===== src/rtl/div_radix2.sv =====
// Iterative radix-2 restoring divider for MIPS DIV/DIVU.
// One quotient bit per cycle. result = {remainder, quotient}, and it only changes
// when a divide completes. stall freezes the pipeline while a divide is in flight.
//
//   state | meaning
//   ------+--------------------------------------------------------------
//   IDLE  | waiting for start; latches operand magnitudes and sign flags
//   BUSY  | WIDTH shift/trial-subtract iterations, counter = 0..WIDTH-1
//   DONE  | result valid, stall low; always returns to IDLE
module div_radix2 #(
    parameter int WIDTH = 32
) (
    input  logic               clk,
    input  logic               rst,
    input  logic               flush,
    input  logic [WIDTH-1:0]   opdata1,
    input  logic [WIDTH-1:0]   opdata2,
    input  logic               start,
    input  logic               signed_div,
    output logic               stall,
    output logic [2*WIDTH-1:0] result
);

    localparam int CW = $clog2(WIDTH);
    localparam logic [1:0]    IDLE = 2'd0;
    localparam logic [1:0]    BUSY = 2'd1;
    localparam logic [1:0]    DONE = 2'd2;
    localparam logic [CW-1:0] LAST = CW'(WIDTH - 1);

    logic [1:0]       state;
    logic [CW-1:0]    counter;
    logic [WIDTH-1:0] rem_q;      // partial remainder
    logic [WIDTH-1:0] dq_q;       // dividend bits shift out of the top, quotient bits in at the bottom
    logic [WIDTH-1:0] dvs_q;      // divisor magnitude
    logic             sign_a;
    logic             sign_b;
    logic             sdiv_q;

    logic [WIDTH-1:0] mag_a;
    logic [WIDTH-1:0] mag_b;
    logic [WIDTH:0]   shifted;
    logic             no_borrow;
    logic [WIDTH-1:0] rem_next;
    logic [WIDTH-1:0] quo_next;
    logic             neg_quot;
    logic             neg_rem;
    logic [WIDTH-1:0] quo_fix;
    logic [WIDTH-1:0] rem_fix;

    // Magnitudes; the most negative value maps onto itself, which is its correct unsigned magnitude.
    assign mag_a = (signed_div && opdata1[WIDTH-1]) ? -opdata1 : opdata1;
    assign mag_b = (signed_div && opdata2[WIDTH-1]) ? -opdata2 : opdata2;

    // Shifted remainder is WIDTH+1 bits wide; when no borrow the difference always fits in WIDTH bits.
    assign shifted   = {rem_q, dq_q[WIDTH-1]};
    assign no_borrow = (shifted >= {1'b0, dvs_q});
    assign rem_next  = no_borrow ? (shifted[WIDTH-1:0] - dvs_q) : shifted[WIDTH-1:0];
    assign quo_next  = {dq_q[WIDTH-2:0], no_borrow};

    // Sign fix-up: quotient follows sign XOR, remainder follows the dividend.
    // The most negative value divided by -1 wraps back to itself, so there is no trap.
    assign neg_quot = sdiv_q && (sign_a ^ sign_b);
    assign neg_rem  = sdiv_q && sign_a;
    assign quo_fix  = neg_quot ? -quo_next : quo_next;
    assign rem_fix  = neg_rem  ? -rem_next : rem_next;

    assign stall = !flush && (((state == IDLE) && start) || (state == BUSY));

    // Control FSM and datapath registers; reset wins over flush, flush wins over start.
    always_ff @(posedge clk) begin
        if (!rst) begin
            state   <= IDLE;
            counter <= '0;
            rem_q   <= '0;
            dq_q    <= '0;
            dvs_q   <= '0;
            sign_a  <= 1'b0;
            sign_b  <= 1'b0;
            sdiv_q  <= 1'b0;
            result  <= '0;
        end else if (flush) begin
            state <= IDLE;
        end else begin
            case (state)
                IDLE: begin
                    if (start) begin
                        if (opdata2 != '0) begin
                            dq_q    <= mag_a;
                            dvs_q   <= mag_b;
                            rem_q   <= '0;
                            sign_a  <= opdata1[WIDTH-1];
                            sign_b  <= opdata2[WIDTH-1];
                            sdiv_q  <= signed_div;
                            counter <= '0;
                            state   <= BUSY;
                        end else begin
                            result <= {opdata1, {WIDTH{1'b1}}};
                            state  <= DONE;
                        end
                    end
                end
                BUSY: begin
                    rem_q   <= rem_next;
                    dq_q    <= quo_next;
                    counter <= counter + CW'(1);
                    if (counter == LAST) begin
                        result <= {rem_fix, quo_fix};
                        state  <= DONE;
                    end
                end
                DONE:    state <= IDLE;
                default: state <= IDLE;
            endcase
        end
    end

endmodule


===== config.mk =====
export PLATFORM = sky130hd
export DESIGN_NAME = div_radix2
export DESIGN_NICKNAME = d
export VERILOG_FILES = /design/src/rtl/div_radix2.sv
export SDC_FILE = /design/constraint.sdc
export NUM_CORES = 1
export LEC_CHECK = 0
export BUFFER_PORTS_ARGS = -buffer_cell sky130_fd_sc_hd__buf_2
export CAP_MARGIN = 20
export CORE_MARGIN = 4
export CORE_UTILIZATION = 60
export DETAILED_ROUTE_END_ITERATION = 12
export PLACE_DENSITY = 0.79
export SLEW_MARGIN = 20
export SYNTH_ARGS = -nofsm -noshare
export SYNTH_HDL_FRONTEND = slang
export SYNTH_SLANG_ARGS = --single-unit

===== constraint.sdc =====
create_clock -name clk -period 10.1 [get_ports clk]
set_clock_uncertainty 0.15 [all_clocks]
set_input_delay 1.01 -clock clk [delete_from_list [all_inputs] [get_ports clk]]
set_output_delay 1.01 -clock clk [all_outputs]
set_load 0.03 [all_outputs]

Yosys cells after proc, flatten, opt, wreduce, memory -nomap -nowiden:

Index checks and enable logic that the tools add are counted.

* $lt $le $gt $ge: 1
* add/subtract/negate cells: 6
* bitwise gates (word level): 3
* muxes and demuxes: 22
* equality and inequality tests: 6
* reduce and logical (&&, ||, !) cells: 16

Operators with widths (number)
* $mux 32: 9
* $mux 64: 3
* $neg 32->32: 4
* $pmux 32 s2: 2
* $pmux 64 s2: 1
* $ge 33x32->1: 1
* $reduce_bool 32->1: 1
* $sub 32x32->32: 1
* $mux 5: 2
* $pmux 5 s2: 1
* $reduce_and 4->1: 2
* $logic_and 1x1->1: 6
* $mux 2: 3
* $add 5x1->5 const B: 1
* $eq 5x5->1 const B: 1
* $reduce_and 5->1: 1
* $ne 2x1->1 const B: 2
* $ne 2x2->1 const B: 2
* $pmux 2 s2: 1
* $eq 2x1->1 const B: 1
* $logic_not 2->1: 1
* $not 1->1: 2
* $reduce_and 2->1: 1
* $reduce_bool 2->1: 1
* other kinds (4): 4

* flip-flop bits (word level): 170
* word-level logic and storage cells: 63
* output and inout bits: 65
* input port bits: 69

Depth between registers and ports, before layout:

* depth in word-level cells: 6
* mapped depth: 24
* gate-level depth less buffers: 21

Least setup slack after synthesis:

OpenSTA, ideal clock, no wires.

* path kind: flip-flop to flip-flop
* start: register rem_q[7]
* end: register result[58]
* buffers on the path: 3
* library setup time: 103 ps
* clock period less this slack: 5122 ps
* setup slack: 4978 ps
* arrival time: 4869 ps
* stages on the path, launching flop included: 21
* data required time: 9847 ps
* cell sequence: dfxtp_1 ha_1 buf_2 nand2_1 o21a_1 or4_4 a31oi_4 o21ai_2 nand2_8 clkbuf_1 clkbuf_1 mux2i_1 ha_1 nand2_1 nor4_1 a41oi_1 a21o_4 nor4_4 nor2_1 xor2_1 a2111oi_2

* cells in the longest elaborated chain, start to end: 6
* elaborated cells on any way between the ends: 7
* classes of those cells: add/sub: 2; order compare: 1; mux: 4

Ends and longest elaborated chain
* start: declaration: RTL line 32 `logic [WIDTH-1:0] rem_q;`
* start signal: assignment: RTL line 103 `rem_q <= rem_next;`
* $sub 32x32->32 / $ge 33x32->1 (equally long branches): RTL line 57, 56
* $mux 32 *: RTL line 57 `assign rem_next = no_borrow ? (shifted[WIDTH-1:0] - dvs_q) : shifted[WIDTH-1:0];`
* $neg 32->32: RTL line 65 `assign rem_fix = neg_rem ? -rem_next : rem_next;`
* $mux 32 *: RTL line 65
* $mux 64 *: RTL line 106 `if (counter == LAST) begin`
* $pmux 64 s2 *: RTL line 84 `case (state)`
* end signal: assignment: RTL line 97 `result <= {opdata1, {WIDTH{1'b1}}};`
* end signal: assignment: RTL line 107 `result <= {rem_fix, quo_fix};`
* end: declaration: RTL line 21 `output logic [2*WIDTH-1:0] result`

Mark *: on every way between the ends. The rest lies on a longest branch, timed or not. The select of a mux whose other input is x is not followed.
A chain may end at the register's enable or synchronous reset.

Worst setup path in the final report:

* start: register rem_q[1]
* end: register result[58]

The elaborated chain is that of the path after synthesis.

==> out/summary.json <==
{
  "status": "finished clean",
  "drc_errors": 0,
  "critical_path_class": "reg2reg",
  "timing.critical_path.arrival_ns": 5.95,
  "dp_worst_slack_ns": 4.440,
  "core_sq_mm": 0.01946,
  "routed.top_layer": "met4",
  "regToRegStartpoint": "rem_q[1]$_SDFFE_PN0P_",
  "hold_slack_ns": 0.3044,
  "clock-root-buffer": "clkbuf_16",
  "leakage_uw": 0.005147,
  "syn_nets": 1714,
  "clk_pin_slew_worst_paths_ns": 0.07,
  "ys_warn_count": 0,
  "netlist.top_cell.by_area": "dfxtp_1",
  "hold_path.startpoint": "dvs_q[26]$_SDFFE_PN0P_",
  "placement_rows": 51,
  "start_kind": "flip-flop",
  "wirelength_met1_um": 15120,
  "synth_top_family_by_area": "compound AO/OA/AOI/OAI gates",
  "viasPerCell": 6.051,
  "cts_repair_resize_count": 0,
  "detail_route.wirelength_um": 33600,
  "n_antenna_cell": 0,
  "syn-instance-count": 1606,
  "grt_antenna_before_repair": 0,
  "cts-hold-fix-buffers": 0,
  "min_period_over_period_pct": 57.23,
  "detailed_route_via_count": 11730,
  "number_of_detailed_routing_iterations_run_before_antenna_repair": 5,
  "final_nets": 1768,
  "timing.critical_path.fanout_max": 45,
  "clock_path_buffers": 2,
  "synthesis.area_per_instance_sq_um": 7.380,
  "syn2layout_area_growth_pct": 10.80,
  "synthDominantCellAreaShare_pct": 28.71,
  "vias_in_the_first_global_route": 10520,
  "fmax_mhz": 173.0,
  "max_slew.worst_pin.slew_ns": 1.152,
  "rrSetupSlack_ns": 4.32,
  "worst_slack_ns": 4.320,
  "hpwlAfterDp_um": 24580,
  "drive_above_1_share_pct": 11.84,
  "initialDrtViolationCount": 1010,
  "min_path_type": "reg2reg",
  "floorplan.die_area_sq_mm": 0.02207,
  "syn-cell-area_sq_mm": 0.01185,
  "number_of_max_capacitance_violations_reported": 0,
  "finalWorstPathRequiredPeriod_ns": 5.780,
  "wl_met3_um": 2432,
  "detail-route-antenna-nets": 0,
  "met2_wirelength_um": 15290,
  "clock-sinks": 170,
  "top_level_ports": 134,
  "reg2regPathDepth": 17,
  "rsz0062_at_grt": "no",
  "synth-seq-cells": 170,
  "hold-path-cell-count": 2,
  "timing.final.hold_violations": 0,
  "tns_ns": 0,
  "critPathCaptureType": "flip-flop",
  "grt_start_max_net_pins": 106,
  "compound_cell_area_share_of_the_yosys_netlist_pct": 26.36,
  "synthDistinctLibCells": 72,
  "initial_core_util_pct": 60.90,
  "async_reset_ff_share_pct": 0,
  "power-per-cell-area_mw_per_mm2": 131.6,
  "routed_wire_length_per_instance_um": 17.34,
  "synth_edf_count": 0,
  "synth_fa_ha_area_share_pct": 4.180,
  "synth_flop_cell": "dfxtp_1",
  "setup_viol": 0,
  "synth-xor-area-share_pct": 10.49,
  "portBuffers": 133,
  "die_h_um": 148.6,
  "cts_post_setup_buffers_inserted": 0,
  "finalWeightedCongestion": 0.9879,
  "synth_simple_gate_area_share_pct": 22.97,
  "yosys-top-cells-area": "dfxtp_1 29%, nor2_1 8.2%, a21oi_1 6.6%, xnor2_1 6.0%, xor2_1 4.5%",
  "critical_path.reg2reg.endpoint": "result[58]$_SDFFE_PN0P_",
  "min_to": "dvs_q[26]$_SDFFE_PN0P_",
  "grtUsageTotal_pct": 29.60,
  "clock_insertion_delay_worst_skew_ns": 0.43,
  "cts_buffer_count": 17,
  "crit_required_ns": 10.27,
  "slew-limit-headroom_pct": 23.20,
  "wire_length_of_the_first_global_routing_pass_um": 53630,
  "seq_area_frac_synth_pct": 28.71,
  "die-width_um": 148.6,
  "cts_tree": "yes",
  "timing.final.max_slew_violations": 0,
  "h-tree-depth": 4,
  "ir_worst_vdd_mv": 0.1172,
  "muxShareOfSynthArea_pct": 2.291,
  "overflow": 0
}
[layout by cell type, fill, tap and decap left out, types with 17 or more instances in the layout]
cell type,count
a211oi_1,68
a21oi_1,156
a311oi_1,36
a31oi_1,18
buf_2,133
clkbuf_16,17
dfxtp_1,170
ha_1,38
inv_1,46
mux2i_1,26
nand2_1,131
nand3_1,28
nor2_1,257
nor2b_1,30
nor3_1,36
nor4_1,21
o21ai_0,87
o31ai_1,19
or3_1,17
xnor2_1,81
xor2_1,61
[metrics by stage]
stage               area (sq um)  util, %  std cells  total power [uW]
global placement           12550    64.49       1906              1082
detailed placement         12550    64.49       1906              1087
finish                     13130    67.48       1938              1729
floorplan                  11850        -       1606             989.3
CTS                        13130    67.46       1938              1730
global route               13130    67.48       1938              1805
[cell families after synthesis]
logic type | after synthesis
buffers and inverters | 154
AOI/OAI and AO/OA | 482
DFF | 170
and+or+nand+nor | 592
muxes | 27
adders and majority gates | 39
xor gates and xnor gates | 142
[synthesized netlist by cell type, types with 21 or more instances]
library cell / instances
a311oi_1: 36
inv_1: 47
nor2b_1: 31
nand2_1: 131
ha_1: 38
clkbuf_1: 87
nand3_1: 28
a21oi_1: 156
nor4_1: 21
nor2_1: 258
mux2i_1: 26
xnor2_1: 81
xor2_1: 61
nor3_1: 36
dfxtp_1: 170
o21ai_0: 87
a211oi_1: 68
[cell type report]
| type | instances | area [sq um] |
|---|---|---|
| clock buffers | 19 | 442.9 |
| clock inverters | 13 | 135.1 |
| fillers | 1707 | 6330 |
| inverters | 48 | 183.9 |
| multi-input cells | 1282 | 7910 |
| flip-flops and latches | 170 | 3403 |
| well taps | 265 | 331.6 |
| repair buffers | 141 | 725.7 |
[worst max-delay path by stage]
| stage | start | slack [ns] | end | depth (start not counted) |
|---|---|---|---|---|
| 2_1_floorplan | rem_q[7]$_SDFFE_PN0P_ | 4.98 | result[58]$_SDFFE_PN0P_ | 20 |
| 3_3_place_gp | rem_q[1]$_SDFFE_PN0P_ | 4.74 | result[58]$_SDFFE_PN0P_ | 17 |
| 3_5_place_dp | rem_q[1]$_SDFFE_PN0P_ | 4.44 | result[58]$_SDFFE_PN0P_ | 17 |
| 4_1_cts | rem_q[1]$_SDFFE_PN0P_ | 4.42 | result[58]$_SDFFE_PN0P_ | 17 |
| 5_1_grt | rem_q[1]$_SDFFE_PN0P_ | 3.94 | result[58]$_SDFFE_PN0P_ | 17 |
| 6_report | rem_q[1]$_SDFFE_PN0P_ | 4.32 | result[58]$_SDFFE_PN0P_ | 17 |
[flip-flops by register name, summed over array words and instances, names as in the netlist]
signal / flops
sign_b: 1
result: 64
dvs_q: 32
state: 2
sign_a: 1
rem_q: 32
counter: 5
sdiv_q: 1
dq_q: 32
[per-layer routing]
layer | GRT usage (%) | vias to the layer above
met1 | 41.04 | 5351
met2 | 48.26 | 473
li1 | - | 5847
met5 | 0 | -
met4 | 8.176 | 0
met3 | 4.357 | 56
[where the power goes]
| part | switching (uW) | internal [uW] | total, uW |
|---|---|---|---|
| Sequential | 17.5 | 690 | 707 |
| Clock | 295 | 353 | 648 |
| Combinational | 239 | 134 | 373 |
[critical path, cell delays in order, from the launching register on]
cell and delay, ns:
dfxtp_1 0.42, ha_1 0.32, a21oi_1 0.29, a21oi_1 0.19, o211ai_1 0.38, a31oi_4 0.13, o21ai_2 0.53, nand2_8 0.34
o21ai_0 0.43, ha_1 0.30, nand2_1 0.07, nor4_1 0.59, a41oi_1 0.28, a21o_4 0.28, nor4_4 0.29, nor2_1 0.08
xor2_1 0.18, a2111oi_2 0.38
Power figures use the tool's default switching activity.
